`config.mk`:
```
export PLATFORM = sky130hd
export DESIGN_NAME = stopwatch_lap
export DESIGN_NICKNAME = d
export VERILOG_FILES = /design/src/rtl/stopwatch_pkg.sv /design/src/rtl/bcd_digit.sv /design/src/rtl/stopwatch_lap.sv
export SDC_FILE = /design/constraint.sdc
export NUM_CORES = 1
export LEC_CHECK = 0
export ABC_CLOCK_PERIOD_IN_PS = 6700
export CORE_ASPECT_RATIO = 1.5
export CORE_MARGIN = 5
export CORE_UTILIZATION = 25
export DETAILED_ROUTE_END_ITERATION = 6
export PLACE_DENSITY = 0.4
export SYNTH_ARGS = -nofsm -noshare
export SYNTH_HDL_FRONTEND = slang
export SYNTH_SLANG_ARGS = --single-unit
```
`constraint.sdc`:
```
create_clock -name clk -period 6.7 [get_ports clk]
set_clock_uncertainty 0.2 [all_clocks]
set_input_delay 1.34 -clock clk [delete_from_list [all_inputs] [get_ports clk]]
set_output_delay 1.34 -clock clk [all_outputs]
set_load 0.02 [all_outputs]
```
`src/rtl/stopwatch_pkg.sv`:
```
// Shared types and digit constants for the mm:ss lap stopwatch.
package stopwatch_pkg;

  typedef enum logic [1:0] {StIdle, StRun, StPause} sw_state_e;

  localparam int unsigned SuW   = 4;
  localparam int unsigned StW   = 3;
  localparam int unsigned MuW   = 4;
  localparam int unsigned MtW   = 4;
  localparam int unsigned SuMax = 9;
  localparam int unsigned StMax = 5;
  localparam int unsigned MuMax = 9;

endpackage

```
`src/rtl/bcd_digit.sv`:
```
// One wrapping counter digit; carry fires in the cycle an increment wraps it from MAX to 0.
module bcd_digit
  import stopwatch_pkg::*;
#(
  parameter int unsigned MAX = SuMax,
  parameter int unsigned W   = SuW
) (
  input  logic         clk,
  input  logic         rst,
  input  logic         clr,
  input  logic         inc,
  output logic [W-1:0] value,
  output logic         carry
);

  logic [W-1:0] value_q, value_d;
  logic         at_max;

  assign at_max = (value_q == W'(MAX));
  assign carry  = inc && at_max;
  assign value  = value_q;

  always_comb begin
    value_d = value_q;
    if (clr) begin
      value_d = '0;
    end else if (inc) begin
      value_d = at_max ? '0 : value_q + W'(1);
    end
  end

  always_ff @(posedge clk) begin
    if (rst) begin
      value_q <= '0;
    end else begin
      value_q <= value_d;
    end
  end

endmodule

```
`src/rtl/stopwatch_lap.sv`:
```
// mm:ss stopwatch with prescaler, run/pause/clear control and lap freeze.
// Define STOPWATCH_SAT_EN to saturate at full count instead of wrapping to 00:00.
module stopwatch_lap
  import stopwatch_pkg::*;
#(
  parameter int unsigned TICK_DIV = 100000000,
  parameter int unsigned MT_MAX   = 5
) (
  input  logic           clk,
  input  logic           rst,
  input  logic           start,
  input  logic           stop,
  input  logic           lap,
  input  logic           clear,
  output logic [SuW-1:0] su,
  output logic [StW-1:0] st,
  output logic [MuW-1:0] mu,
  output logic [MtW-1:0] mt,
  output logic           running,
  output logic           lap_active,
  output logic           ovf
);

  localparam int unsigned    PW       = (TICK_DIV > 1) ? $clog2(TICK_DIV) : 1;
  localparam logic [PW-1:0]  TickLast = PW'(TICK_DIV - 1);
  localparam logic [MtW-1:0] MtMax    = MtW'(MT_MAX);

  sw_state_e      state_q;
  logic [PW-1:0]  presc_q;
  logic           running_q, lap_active_q, ovf_q;
  logic [SuW-1:0] lap_su_q, su_live;
  logic [StW-1:0] lap_st_q, st_live;
  logic [MuW-1:0] lap_mu_q, mu_live;
  logic [MtW-1:0] lap_mt_q, mt_live;
  logic           c_su, c_st, c_mu, c_mt;
  logic           tick, full, inc_su;
  logic           ev_start, ev_stop, ev_lap;

  // Only the highest-priority asserted input acts in a cycle.
  assign ev_stop  = stop && !clear;
  assign ev_start = start && !stop && !clear;
  assign ev_lap   = lap && !start && !stop && !clear;

  assign tick = (state_q == StRun) && (presc_q == TickLast) && !clear;
  assign full = (su_live == SuW'(SuMax)) && (st_live == StW'(StMax)) &&
                (mu_live == MuW'(MuMax)) && (mt_live == MtMax);

`ifdef STOPWATCH_SAT_EN
  assign inc_su = tick && !full;
`else
  assign inc_su = tick;
`endif

  bcd_digit #(.MAX(SuMax), .W(SuW)) u_su (
    .clk(clk), .rst(rst), .clr(clear), .inc(inc_su), .value(su_live), .carry(c_su)
  );
  bcd_digit #(.MAX(StMax), .W(StW)) u_st (
    .clk(clk), .rst(rst), .clr(clear), .inc(c_su), .value(st_live), .carry(c_st)
  );
  bcd_digit #(.MAX(MuMax), .W(MuW)) u_mu (
    .clk(clk), .rst(rst), .clr(clear), .inc(c_st), .value(mu_live), .carry(c_mu)
  );
  bcd_digit #(.MAX(MT_MAX), .W(MtW)) u_mt (
    .clk(clk), .rst(rst), .clr(clear), .inc(c_mu), .value(mt_live), .carry(c_mt)
  );

  always_ff @(posedge clk) begin
    if (rst || clear) begin
      state_q      <= StIdle;
      presc_q      <= '0;
      running_q    <= 1'b0;
      lap_active_q <= 1'b0;
      ovf_q        <= 1'b0;
      lap_su_q     <= '0;
      lap_st_q     <= '0;
      lap_mu_q     <= '0;
      lap_mt_q     <= '0;
    end else begin
      if (state_q == StRun) begin
        presc_q <= tick ? '0 : presc_q + PW'(1);
      end
      if (c_mt || (tick && full)) begin
        ovf_q <= 1'b1;
      end
      case (state_q)
        StIdle: begin
          if (ev_start) begin
            state_q   <= StRun;
            running_q <= 1'b1;
          end
        end
        StRun: begin
          if (ev_stop) begin
            state_q   <= StPause;
            running_q <= 1'b0;
          end else if (ev_lap) begin
            lap_active_q <= !lap_active_q;
            // Freeze the pre-increment value seen this cycle.
            if (!lap_active_q) begin
              lap_su_q <= su_live;
              lap_st_q <= st_live;
              lap_mu_q <= mu_live;
              lap_mt_q <= mt_live;
            end
          end
        end
        StPause: begin
          if (ev_start) begin
            state_q   <= StRun;
            running_q <= 1'b1;
          end else if (ev_lap && lap_active_q) begin
            lap_active_q <= 1'b0;
          end
        end
        default: begin
          state_q   <= StIdle;
          running_q <= 1'b0;
        end
      endcase
    end
  end

  assign su         = lap_active_q ? lap_su_q : su_live;
  assign st         = lap_active_q ? lap_st_q : st_live;
  assign mu         = lap_active_q ? lap_mu_q : mu_live;
  assign mt         = lap_active_q ? lap_mt_q : mt_live;
  assign running    = running_q;
  assign lap_active = lap_active_q;
  assign ovf        = ovf_q;

endmodule
```
==> metrics.txt <==
PD cells 232 mW/mm^2; # diodes 0; Final Slew Violations 0; first-pass GRT wire length 13200 um; WP buf/inv 1; hold crit path type flop to flop; post-synthesis sequential area ratio 41.3%; Die W 98.8 um; Crit path depth 2; TNS Setup 0 ns; #FFs+latches synth 61; Final setup viols 0; Synth top cells by count 61 x dfxtp_1, 57 x nor2_1, 37 x nor3_1; initial core utilization 25.7%; Layout Cells excl Fill 533; GR Overflow Total 0; DRC 0; Num CTS Buffers 9; largest net degree at the start of global routing 33; Fmax 264 MHz; post-layout min period 3.78 ns; leak pwr 1.09 nW; ys flop type dfxtp_1; post-CTS sizing 0; # nets final 385; area post-placement 0.00333 sq mm; critical path arrival 2.24 ns; critical path class flop to output pin; Post-Syn Instances 359; CP max stage delay 0.92 ns; Core Region 0.0115 sq mm; Max Buffers Root-to-Sink 2; WP data required 5.16 ns; Final Hold Violating Endpoints 0; DR pass1 iterations 4; area added between synthesis and finish 22.4%; Peak VDD IR 0.0000968 V; post-CTS setup buffers 0; YS warnings 0; Max-slew headroom 20.5%; Synth Net Count 366; Detailed Place HPWL 5640 um; RSZ-0062 raised after global routing no; Avg Cell Area, Syn 8.24 sq um; IO Port Bufs 23; 1st-iter DRT viols 61; Root Driver clkbuf_16; Reg2Reg Depth 6; critical path, cell by cell mux2_2 -> clkdlybuf4s50_1; DR vias/cell 4.82; most frequent cell after synthesis dfxtp_1; Crit-path slowest cell dfxtp_1; top cell family by delay on the critical path flip-flops; hold path depth 2; CTS sink cnt 61; hold slack 0.257 ns; Vias 2570; CTS tree yes; post-synth top area share 41.3%; initial antenna violation count 0; Die Area 0.0142 sq mm; status completed; Wirelength per Cell 14.9 um; Post-synth ARST share 0%; Row Count 48; Die H 143 um; Clk pin slew, worst setup/hold paths 0.05 ns; share of layout cells above drive strength 1 8.88%; count of cell types in the netlist 45; Worst-Skew Late Latency 0.33 ns; final setup margin 2.92 ns; Mapped Area 0.00296 sq mm; I/O pin count 24; Crit. End Element output pin; GP Congestion 0.752; CP Max Fanout 24; WL final 7960 um; critical path launch point type flop; Tcrit/Tclk final 56.5%; Pwr Total 0.840 mW; Antenna Nets Post-Route 0; GR Util All Layers 12.0%; Cells after DPL 517; Worst-Margin Slew 1.19 ns; count of maximum capacitance violations 0; vias in the first global route 2486; Final Cell Area 0.00362 sq mm; H-tree depth 3; Post-synth EDFFs 0; synth top area cells dfxtp_1 41%, nor2_1 7.2%, nor3_1 6.3%; Hold Buf Count CTS 0; area leader, netlist dfxtp_1; fill count 1259; pre-CTS setup slack 2.54 ns; Finished Core Util 31.4%
## kinds of logic (layout without fill, tap and decap cells)
logic type / Yosys count / count (layout) / synth area share (%)
simple gates: 193 / 193 / 34.0
compound gates: 32 / 32 / 6.85
fa+ha+maj: 1 / 1 / 0.423
flops: 61 / 61 / 41.3
xor+xnor: 27 / 27 / 7.99
buf+inv: 29 / 53 / 3.68
mux: 16 / 16 / 5.84
## layout make-up
cell class,instances,area [sq um],share of cell area [%]
Tap cell,150,188,5.18
Sequential cell,61,1220,33.7
Timing Repair Buffer,25,245,6.77
Multi-Input combinational cell,269,1630,45.0
Clock buffer,11,243,6.70
Clock inverter,5,50.0,1.38
Inverter,12,45.0,1.24
## flip-flops by register name (all words and copies together), names as in the netlist
name and cells:
u_mu.value 4, lap_active 1, u_st.value 3, lap_su_q 4, state_q 1, lap_mt_q 4, lap_mu_q 4, running 1
lap_st_q 3, ovf 1, presc_q 27, u_su.value 4, u_mt.value 4
## worst paths after layout
| path | to | slack (ns) | startpoint |
|---|---|---|---|
| setup reg to reg | presc_q[7] | 3.95 | presc_q[0] |
| hold reg to reg | ovf | 0.26 | ovf |
| setup / recovery | su[0] | 2.92 | lap_active |
| hold / removal | ovf | 0.26 | ovf |
## power by group
part           leakage (nW)  switching, mW  internal (mW)
Combinational         0.446         0.0126        0.00564
Clock                 0.149          0.163          0.295
Sequential            0.491       0.000762          0.364
Total                  1.09          0.176          0.664
## layout by cell type (no fill, tap or decap), types with 3 or more instances in the layout
master,count
mux2_2,10
or3_1,7
a21oi_1,9
and4_1,3
clkbuf_16,9
nand2_1,28
o21ai_0,11
nor4_1,11
clkdlybuf4s50_1,23
dfxtp_1,61
or4_1,4
nand3_1,13
nor2b_1,3
inv_1,12
nor2_1,57
nand4_1,11
nor3_1,37
xor2_1,6
clkinv_2,4
xnor2_1,21
mux2i_1,6
## tightest hold or removal path: stages, from the launching register on
cell,delay (ns)
dfxtp_1,0.31
nand2_1,0.05
o21ai_1,0.05
## metal layers
metal / wire length (um) / vias up / GRT usage, %
met5: 0 / - / 0
met4: 175 / 0 / 6.04
met3: 260 / 11 / 2.35
met2: 4210 / 41 / 22.0
met1: 3320 / 1208 / 12.9
li1: - / 1310 / -
(Power assumes the default switching activity.)
